$ cat src/rtl/rr_bus_arbiter.sv
// Round-robin arbiter for a shared address bus: one owner at a time, one-cycle turnaround gap.
// Optional hold-limit watchdog enabled by defining ARB_WATCHDOG_EN.
module rr_bus_arbiter #(
  parameter int unsigned NREQ     = 4,
  parameter int unsigned AW       = 8,
  parameter int unsigned MAX_HOLD = 16
) (
  input  logic               clock,
  input  logic               reset,
  input  logic [NREQ-1:0]    req,
  input  logic [NREQ*AW-1:0] addr_in,
  output logic [NREQ-1:0]    gnt,
  output logic [AW-1:0]      bus_addr,
  output logic               bus_valid,
  output logic               busy,
  output logic               timeout
);

  localparam int unsigned IW = (NREQ > 2) ? $clog2(NREQ) : 1;

  if (NREQ < 2 || NREQ > 8) begin : g_bad_nreq
    $error("rr_bus_arbiter: NREQ out of range 2..8");
  end
  if (MAX_HOLD < 2 || MAX_HOLD > 255) begin : g_bad_hold
    $error("rr_bus_arbiter: MAX_HOLD out of range 2..255");
  end

  typedef enum logic [1:0] {
    IDLE = 2'd0,
    OWN  = 2'd1,
    GAP  = 2'd2
  } state_t;

  state_t          state_q, state_d;
  logic [IW-1:0]   last_q, last_d;
  logic [IW-1:0]   win_idx;
  logic [IW-1:0]   cand_idx;
  logic            win_found;
  logic [NREQ-1:0] gnt_d;
  logic            owner_req;

`ifdef ARB_WATCHDOG_EN
  logic [7:0] hold_q, hold_d;
  logic       timeout_d;
`endif

  // Scan starts just after the previous owner, so it gets lowest priority.
  always_comb begin
    win_idx   = last_q;
    win_found = 1'b0;
    cand_idx  = '0;
    for (int unsigned off = 1; off <= NREQ; off++) begin
      cand_idx = IW'((32'(last_q) + off) % NREQ);
      if (!win_found && req[cand_idx]) begin
        win_found = 1'b1;
        win_idx   = cand_idx;
      end
    end
  end

  assign owner_req = req[last_q];

  always_comb begin
    state_d = state_q;
    gnt_d   = gnt;
    last_d  = last_q;
`ifdef ARB_WATCHDOG_EN
    hold_d    = hold_q;
    timeout_d = 1'b0;
`endif
    case (state_q)
      IDLE, GAP: begin
        if (|req) begin
          state_d = OWN;
          gnt_d   = NREQ'(1) << win_idx;
          last_d  = win_idx;
`ifdef ARB_WATCHDOG_EN
          hold_d  = 8'd0;
`endif
        end else begin
          state_d = IDLE;
          gnt_d   = '0;
        end
      end
      OWN: begin
        if (!owner_req) begin
          state_d = GAP;
          gnt_d   = '0;
        end
`ifdef ARB_WATCHDOG_EN
        // A release that coincides with the limit is an ordinary release.
        else if (hold_q == 8'(MAX_HOLD - 1)) begin
          state_d   = GAP;
          gnt_d     = '0;
          timeout_d = 1'b1;
        end else begin
          hold_d = hold_q + 8'd1;
        end
`endif
      end
      default: begin
        state_d = IDLE;
        gnt_d   = '0;
      end
    endcase
  end

  always_ff @(posedge clock) begin
    if (reset) begin
      state_q   <= IDLE;
      gnt       <= '0;
      last_q    <= IW'(NREQ - 1);
      bus_valid <= 1'b0;
      busy      <= 1'b0;
    end else begin
      state_q   <= state_d;
      gnt       <= gnt_d;
      last_q    <= last_d;
      bus_valid <= (state_d == OWN);
      busy      <= (state_d != IDLE);
    end
  end

`ifdef ARB_WATCHDOG_EN
  always_ff @(posedge clock) begin
    if (reset) begin
      hold_q  <= 8'd0;
      timeout <= 1'b0;
    end else begin
      hold_q  <= hold_d;
      timeout <= timeout_d;
    end
  end
`else
  assign timeout = 1'b0;
`endif

  // Owner's address passes straight through; gnt is zero outside OWN.
  always_comb begin
    bus_addr = '0;
    for (int unsigned i = 0; i < NREQ; i++) begin
      if (gnt[i]) bus_addr = addr_in[i*AW +: AW];
    end
  end

endmodule

$ cat config.mk
export PLATFORM = sky130hd
export DESIGN_NAME = rr_bus_arbiter
export DESIGN_NICKNAME = d
export VERILOG_FILES = /design/src/rtl/rr_bus_arbiter.sv
export SDC_FILE = /design/constraint.sdc
export NUM_CORES = 1
export LEC_CHECK = 0
export CAP_MARGIN = 20
export CORE_ASPECT_RATIO = 1.4
export CORE_UTILIZATION = 37
export CTS_CLUSTER_DIAMETER = 80
export DETAILED_ROUTE_END_ITERATION = 6
export PLACE_DENSITY = 0.83
export SLEW_MARGIN = 10
export SYNTH_ARGS = -nofsm -noshare
export SYNTH_HDL_FRONTEND = slang
export SYNTH_SLANG_ARGS = --single-unit
$ cat constraint.sdc
create_clock -name clock -period 3.6 [get_ports clock]
set_input_delay 1.08 -clock clock [delete_from_list [all_inputs] [get_ports clock]]
set_output_delay 1.08 -clock clock [all_outputs]
set_load 0.02 [all_outputs]
# == After elaboration in Yosys (flattened, before gate mapping) ==
# Cells that the tools add are included.
# totals
ff_bits,10
in_bits,38
word_cells,57
output_inout_bits,15
# op_classes
reduce_logical,11
n_addsub,4
n_shift,1
eq_ne,4
magnitude_cmp,5
mux,27
# ops
cell,count
8-bit two-way mux,4
2-bit by 3-bit < comparator with 1-bit output (second input constant),5
1-bit binary-select mux with 2-bit select,5
2-bit two-way mux,5
1-bit two-way mux,9
4-bit two-way mux,2
4-bit case mux with 2 select lines,1
2-bit by 1-bit adder with 2-bit output (second input constant),2
2-bit adder (second input constant),2
2-bit by 1-bit == test with 1-bit output (second input constant),2
2-bit case mux with 2 select lines,1
4-bit OR reduction,1
1-bit by 2-bit << shifter with 4-bit output (first input constant),1
1-bit logical AND,3
1-bit logical NOT,3
2-bit == test (second input constant),1
2-bit logical NOT,1
2-bit inequality test (second input constant),1
2-bit AND reduction,1
2-bit nonzero test,1
2-bit OR reduction,1

# == Longest topological paths before layout ==
# Gate-level depths: netlist of run 1.
# depth
depth_word,16
ltp_mapped,5
depth_no_buf,4

# == Least setup slack after synthesis of run 1 ==
# Ideal clock, no wire load.
# synth_path
kind,input port to output port
start,input port addr_in[8]
end,output port bus_addr[0]
slack_ns,0.823
arrival_ns,1.697
path_buffers,0
stages,2
required_time_ns,2.520
cell_sequence,a221oi_1 -> o31ai_1
# synth_between
elab_chain_cells,3
# synth_lines
element,line,text
start: declaration,11,"input logic [NREQ*AW-1:0] addr_in,"
8-bit two-way mux (3 in a row),142,if (gnt[i]) bus_addr = addr_in[i*AW +: AW];
end: declaration,13,"output logic [AW-1:0] bus_addr,"
# Every way passes these cells.

# == Worst setup path in the final report of run 1 ==
# layout_path
start,input port addr_in[15]
end,output port bus_addr[7]
# The elaborated chain is that of the path after synthesis.

==> results.sh, run 1 <==
export IMPL_synth_top_family_by_area="simple AND/OR/NAND/NOR gates"
export IMPL_grt_pass1_vias=725
export IMPL_seq_area_frac_synth_pct=27.0
export IMPL_crit_fanout=1
export IMPL_antenna_found_initial=0
export IMPL_hold_end="gnt[0]"
export IMPL_synth_compound_area_share_pct=28.7
export IMPL_syn_area_per_cell_um2=8.15
export IMPL_slew_viol_final=0
export IMPL_num_nets_final=176
export IMPL_worst_ir_drop_vdd_v=0.000259
export IMPL_core_area_um2=1820
export IMPL_relSlewSlack_pct=61.8
export IMPL_synth_mux_area_fraction_pct=4.38
export IMPL_drc=0
export IMPL_fin_crit_sh_pct=93.7
export IMPL_syn_area_um2=742
export IMPL_crit_arrival_ps=2290
export IMPL_die_w_um=39.8
export IMPL_setup_slack_ps=228
export IMPL_cts_tree="built"
export IMPL_cts_buffer_depth=2
export IMPL_yosys_top_cells_area="dfxtp_1, a221oi_1, nor2b_1, o31ai_1, nand2_1"
export IMPL_clock_latency_ps=250
export IMPL_area_growth_syn_to_layout_pct=70.0
export IMPL_maxClockFrequency_mhz=297
export IMPL_synth_distinct_cells=29
export IMPL_cap_violations=0
export IMPL_syn_num_nets=129
export IMPL_drive_above_1_share_pct=7.35
export IMPL_worstSetupPathType="primary input to output port"
export IMPL_gp_congestion=0.726
export IMPL_clockPowerShare_pct=17.3
export IMPL_layout_common_cells="clkdlybuf4s50_1, nand2_1, nor2b_1, dfxtp_1"
export IMPL_required_ps=2520
export IMPL_r2r_start="last_q[0]"
export IMPL_grt_max_degree=19
export IMPL_synth_fa_ha_area_share_pct=0
export IMPL_yosysWarnings=0
export IMPL_end_kind="output port"
export IMPL_setup_viol=0
export IMPL_seq_area_um2=200
export IMPL_internal_power_mw=0.275
export IMPL_yosys_area_share_xor_xnor_pct=0
export IMPL_fill_cells=149
export IMPL_rrSetupSlack_ps=2130
export IMPL_first_pass_iters=4
export IMPL_rr_endpoint="gnt[2]"
export IMPL_worstMarginPinSlew_ps=572
export IMPL_wl_um=2070
export IMPL_cts_clk_slew_worst_paths_ps=60
export IMPL_hp_class="flip-flop to flip-flop"
export IMPL_routed_via_density=5.52
export IMPL_leakage_nw=0.551
export IMPL_hold_path_depth=2
export IMPL_swShare_pct=34.2
export IMPL_cp_start_kind="primary input"
export IMPL_rows=18
export IMPL_seqPwrFrac_pct=34.1
export IMPL_rsz0062_at_grt="no"
export IMPL_port_buffer_count=51
export IMPL_postLayoutCoreUtil_pct=69.1
export IMPL_power_switching_mw=0.143
export IMPL_finalHoldViolations=0
export IMPL_reg2regPathDepth=4
export IMPL_power_density_nw_per_um2=332
export IMPL_cts_hold_fix_buffers=0
export IMPL_yosys_area_top_type="dfxtp_1"
export IMPL_status="finished clean"
export IMPL_vias=861
export IMPL_fin_skew_ps=2.06
export IMPL_synth_simple_area_share_pct=32.0
export IMPL_postCtsSetupBuffers=0
export IMPL_final_common_cell="clkdlybuf4s50_1"
export IMPL_ioPinCount=53
export IMPL_holdCritStartpoint="gnt[0]"
export IMPL_grt_pass1_wl_um=2840
export IMPL_cts_root_buf="clkbuf_4"
export IMPL_synth_seq_cells=10
export IMPL_netlist_instances=91
export IMPL_cts_buffers=3
export IMPL_die_area_um2=2190
export IMPL_die_h_um=55.0
export IMPL_hpwlAfterDp_um=1670
export IMPL_first_iter_violations=5
export IMPL_period_needed_ps=3370
export IMPL_synth_top_area_share_pct=27.0
export IMPL_grt_usage_pct=18.5
export IMPL_combPwrFrac_pct=48.6
export IMPL_wl_per_cell_um=13.3
export IMPL_initial_core_util_pct=40.7
export IMPL_multi_input_area_um2=487
export IMPL_ant_nets=0
export IMPL_cts_htree_levels=1
export IMPL_diodes=0
export IMPL_grt_overflow_total=0
export IMPL_pre_cts_ws_ps=-94.7
export IMPL_clock_sinks=10
==> worst max path at each step <==
stage / start / endpoint / slack, ps / cells past startpoint
floorplan: addr_in[8] / bus_addr[0] / 820 / 2
global placement: addr_in[15] / bus_addr[7] / -40 / 4
detailed placement: addr_in[15] / bus_addr[7] / -90 / 4
CTS: addr_in[3] / bus_addr[3] / 0.7 / 4
global route: addr_in[15] / bus_addr[7] / 210 / 4
finish: addr_in[15] / bus_addr[7] / 230 / 4
==> critical path: stages <==
cell,delay (ps)
clkdlybuf4s50_1,450
a221oi_1,80
o31ai_1,300
dlygate4sd2_1,380
==> cells in the mapped netlist (all sizes together) <==
cell type,n
nor3b,2
or3,2
a211o,1
o31ai,9
buf,9
a221oi,8
mux2i,1
nor4,1
dfxtp,10
nor3,3
or2,1
a21oi,5
a22oi,1
nor2b,10
nor2,3
mux4,1
nand2,14
nand2b,4
conb,1
o21ai,4
and3b,1
==> what timing repair did <==
action,in CTS,in global routing
resized for setup,1,7
endpoints found under the setup margin,1,7
cloned,0,0
endpoints found under the hold margin,0,0
==> state kept, by name (all words and copies together) (netlist names) <==
register / cells
gnt: 4
last_q: 2
state_q: 2
bus_valid: 1
busy: 1
==> routing by layer <==
layer  share of wire (%)  vias up  global-route usage (%)  wire length [um]
met3                  17        2                    8.00               357
met4                0.24        0                    5.17                 5
met2                  48       47                    36.9               997
met1                  34      389                    15.6               708
li1                    -      423                       -                 -
met5                   0        -                       0                 0
==> power by group through the flow <==
stage,Sequential [mW],Clock [mW],Combinational [mW]
2_1_floorplan,0.140,0,0.118
3_3_place_gp,0.145,0,0.206
3_5_place_dp,0.145,0,0.210
4_1_cts,0.143,0.0745,0.209
5_1_grt,0.146,0.0791,0.218
6_report,0.143,0.0723,0.203
==> final cells by class <==
class	instances	area share (%)
timing repair buffer	51	41.8
multi-input combinational	72	38.6
sequential	10	15.9
tap	20	1.98
clock buffer	3	1.79
==> cells by family (layout without fill, tap and decap cells) <==
family                 Yosys count  count (layout)
AOI/OAI and AO/OA               28              28
DFF                             10              10
and+or+nand+nor                 41              41
muxes                            2               2
other                            1               1
buffers and inverters            9              54
==> stage by stage <==
step                      cell area [um^2]  setup TNS (ps)  std cells  total power [mW]  hold slack, ps
after floorplan                        742               0         91             0.258             541
after global placement                1220           -43.4        153             0.351             474
final                                 1260               0        156             0.418             479
after CTS                             1240               0        156             0.426             482
after global routing                  1260               0        156             0.443             510
after detailed placement              1220           -98.5        153             0.355             472
(Power assumes the default switching activity.)
==> run 2: changes to the inputs <==
--- a/config.mk
+++ b/config.mk
@@ -7,10 +7,12 @@
 export LEC_CHECK = 0
 export CAP_MARGIN = 20
 export CORE_ASPECT_RATIO = 1.4
-export CORE_UTILIZATION = 37
+export CORE_MARGIN = 2
+export CORE_UTILIZATION = 38
+export CTS_BUF_LIST = sky130_fd_sc_hd__clkbuf_4
 export CTS_CLUSTER_DIAMETER = 80
 export DETAILED_ROUTE_END_ITERATION = 6
-export PLACE_DENSITY = 0.83
+export PLACE_DENSITY = 0.85
 export SLEW_MARGIN = 10
 export SYNTH_ARGS = -nofsm -noshare
 export SYNTH_HDL_FRONTEND = slang
==> run 2 against run 1 <==
Core utilization is 1.1 points higher. Die area up 6.2%. Non-clock buffer count is the same. Critical path type unchanged. Largest power group unchanged.
==> results.sh, run 2 (synthesized netlist as in run 1, its figures left out) <==
export IMPL_required_ps=2520
export IMPL_cts_htree_levels=1
export IMPL_final_common_cell="clkdlybuf4s50_1"
export IMPL_rows=18
export IMPL_fin_setup_tns_ps=0
export IMPL_layout_common_cells="clkdlybuf4s50_1, nand2_1, nor2b_1, dfxtp_1"
export IMPL_fin_skew_ps=8.53
export IMPL_routed_via_density=5.49
export IMPL_instances_no_fill=157
export IMPL_topRoutingLayerUsed="met4"
export IMPL_largest_reg_flops=4
export IMPL_top_register="gnt"
export IMPL_relSlewSlack_pct=59.7
export IMPL_hp_class="flip-flop to flip-flop"
export IMPL_cts_root_buf="clkbuf_4"
export IMPL_slew_viol_final=0
export IMPL_port_buffer_count=51
export IMPL_dpl_cell_count=153
export IMPL_vias=862
export IMPL_worstSetupPathType="primary input to output port"
export IMPL_initial_core_util_pct=41.2
export IMPL_grt_pass1_wl_um=2730
export IMPL_cp_start_kind="primary input"
export IMPL_clock_sinks=10
export IMPL_end_kind="output port"
export IMPL_core_area_um2=1800
export IMPL_num_nets_final=176
export IMPL_maxClockFrequency_mhz=281
export IMPL_period_needed_ps=3560
export IMPL_finalHoldViolations=0
export IMPL_ioPinCount=53
export IMPL_fill_cells=159
export IMPL_diodes=0
export IMPL_routed_wl_met2_um=955
export IMPL_gp_congestion=0.756
export IMPL_rsz0062_at_grt="no"
export IMPL_die_w_um=41.3
export IMPL_cts_buffer_depth=2
export IMPL_status="finished clean"
export IMPL_drc=0
export IMPL_area_growth_syn_to_layout_pct=70.7
export IMPL_first_iter_violations=3
export IMPL_power_density_nw_per_um2=335
export IMPL_drt_met1_wl_um=722
export IMPL_wl_um=2150
export IMPL_hpwlAfterDp_um=1700
export IMPL_cts_hold_fix_buffers=0
export IMPL_crit_fanout=1
export IMPL_worstMarginPinSlew_ps=603
export IMPL_grt_usage_pct=16.4
export IMPL_grt_max_degree=19
export IMPL_cts_clk_slew_worst_paths_ps=60
export IMPL_worst_ir_drop_vdd_v=0.000229
export IMPL_wl_met3_um=448
export IMPL_grt_overflow_total=0
export IMPL_drive_above_1_share_pct=7.30
export IMPL_die_area_um2=2330
export IMPL_grt_pass1_vias=706
export IMPL_fin_area_um2=1270
export IMPL_clock_latency_ps=270
export IMPL_setup_viol=0
export IMPL_cts_buffers=3
export IMPL_hold_ws_ps=480
export IMPL_top_regs="gnt (4), last_q (2), state_q (2)"
export IMPL_ant_nets=0
export IMPL_wl_per_cell_um=13.7
export IMPL_antenna_found_initial=0
export IMPL_fin_crit_sh_pct=98.9
export IMPL_leakage_nw=0.549
export IMPL_first_pass_iters=2
export IMPL_crit_arrival_ps=2480
export IMPL_cts_tree="built"
export IMPL_placedInstanceArea_um2=1220
export IMPL_cap_violations=0
export IMPL_die_h_um=56.3
==> run 2: cell types whose count changed in the layout (fill, tap and decap cells not counted) <==
cell,change
clkdlybuf4s50_1,+1
clkinv_1,+1
dlygate4sd2_1,-1
==> run 2: critical path, stage by stage <==
cell and delay [ps]:
clkdlybuf4s50_1 460, a221oi_1 70, o31ai_1 220, clkdlybuf4s50_1 640
==> run 2: per-layer routing <==
| layer | track usage, % | vias up |
|---|---|---|
| li1 | - | 426 |
| met1 | 14.6 | 382 |
| met2 | 30.4 | 51 |
| met3 | 7.11 | 3 |
| met4 | 4.15 | 0 |
| met5 | 0 | - |
==> run 2: what timing repair did <==
item | 4_1_cts | 5_1_grt
resized for setup | 0 | 7
buffers inserted | 0 | 0
setup endpoints to repair | 0 | 7
==> run 2: power by group <==
part | switching, mW | internal (mW)
Combinational | 0.0868 | 0.116
Sequential | 0.0211 | 0.123
Clock | 0.0376 | 0.0400
Total | 0.145 | 0.279
==> run 2: worst paths after layout <==
kind / startpoint / endpoint / slack, ps / cells past startpoint
worst min register to register: gnt[0] / gnt[0] / 480 / 2
worst min-delay path: gnt[0] / gnt[0] / 480 / 2
worst max register to register: last_q[0] / gnt[3] / 2160 / 4
worst max-delay path: addr_in[3] / bus_addr[3] / 40 / 4
==> run 2: cell type report <==
| class | instances | area, um^2 | share of cell area [%] |
|---|---|---|---|
| Sequential cell | 10 | 200 | 15.8 |
| Timing Repair Buffer | 51 | 528 | 41.7 |
| Tap cell | 20 | 25.0 | 1.98 |
| Clock buffer | 3 | 22.5 | 1.78 |
| Multi-Input combinational cell | 72 | 487 | 38.4 |
| Clock inverter | 1 | 3.75 | 0.296 |
==> run 2: through the flow <==
stage               total power, mW  worst slack (ps)  utilization, %
floorplan                     0.258               823               -
detailed placement            0.353              11.0            67.8
global placement              0.350              29.0            67.8
finish                        0.424              39.7            70.3
CTS                           0.429              12.5            69.3
global route                  0.448              5.54            70.3
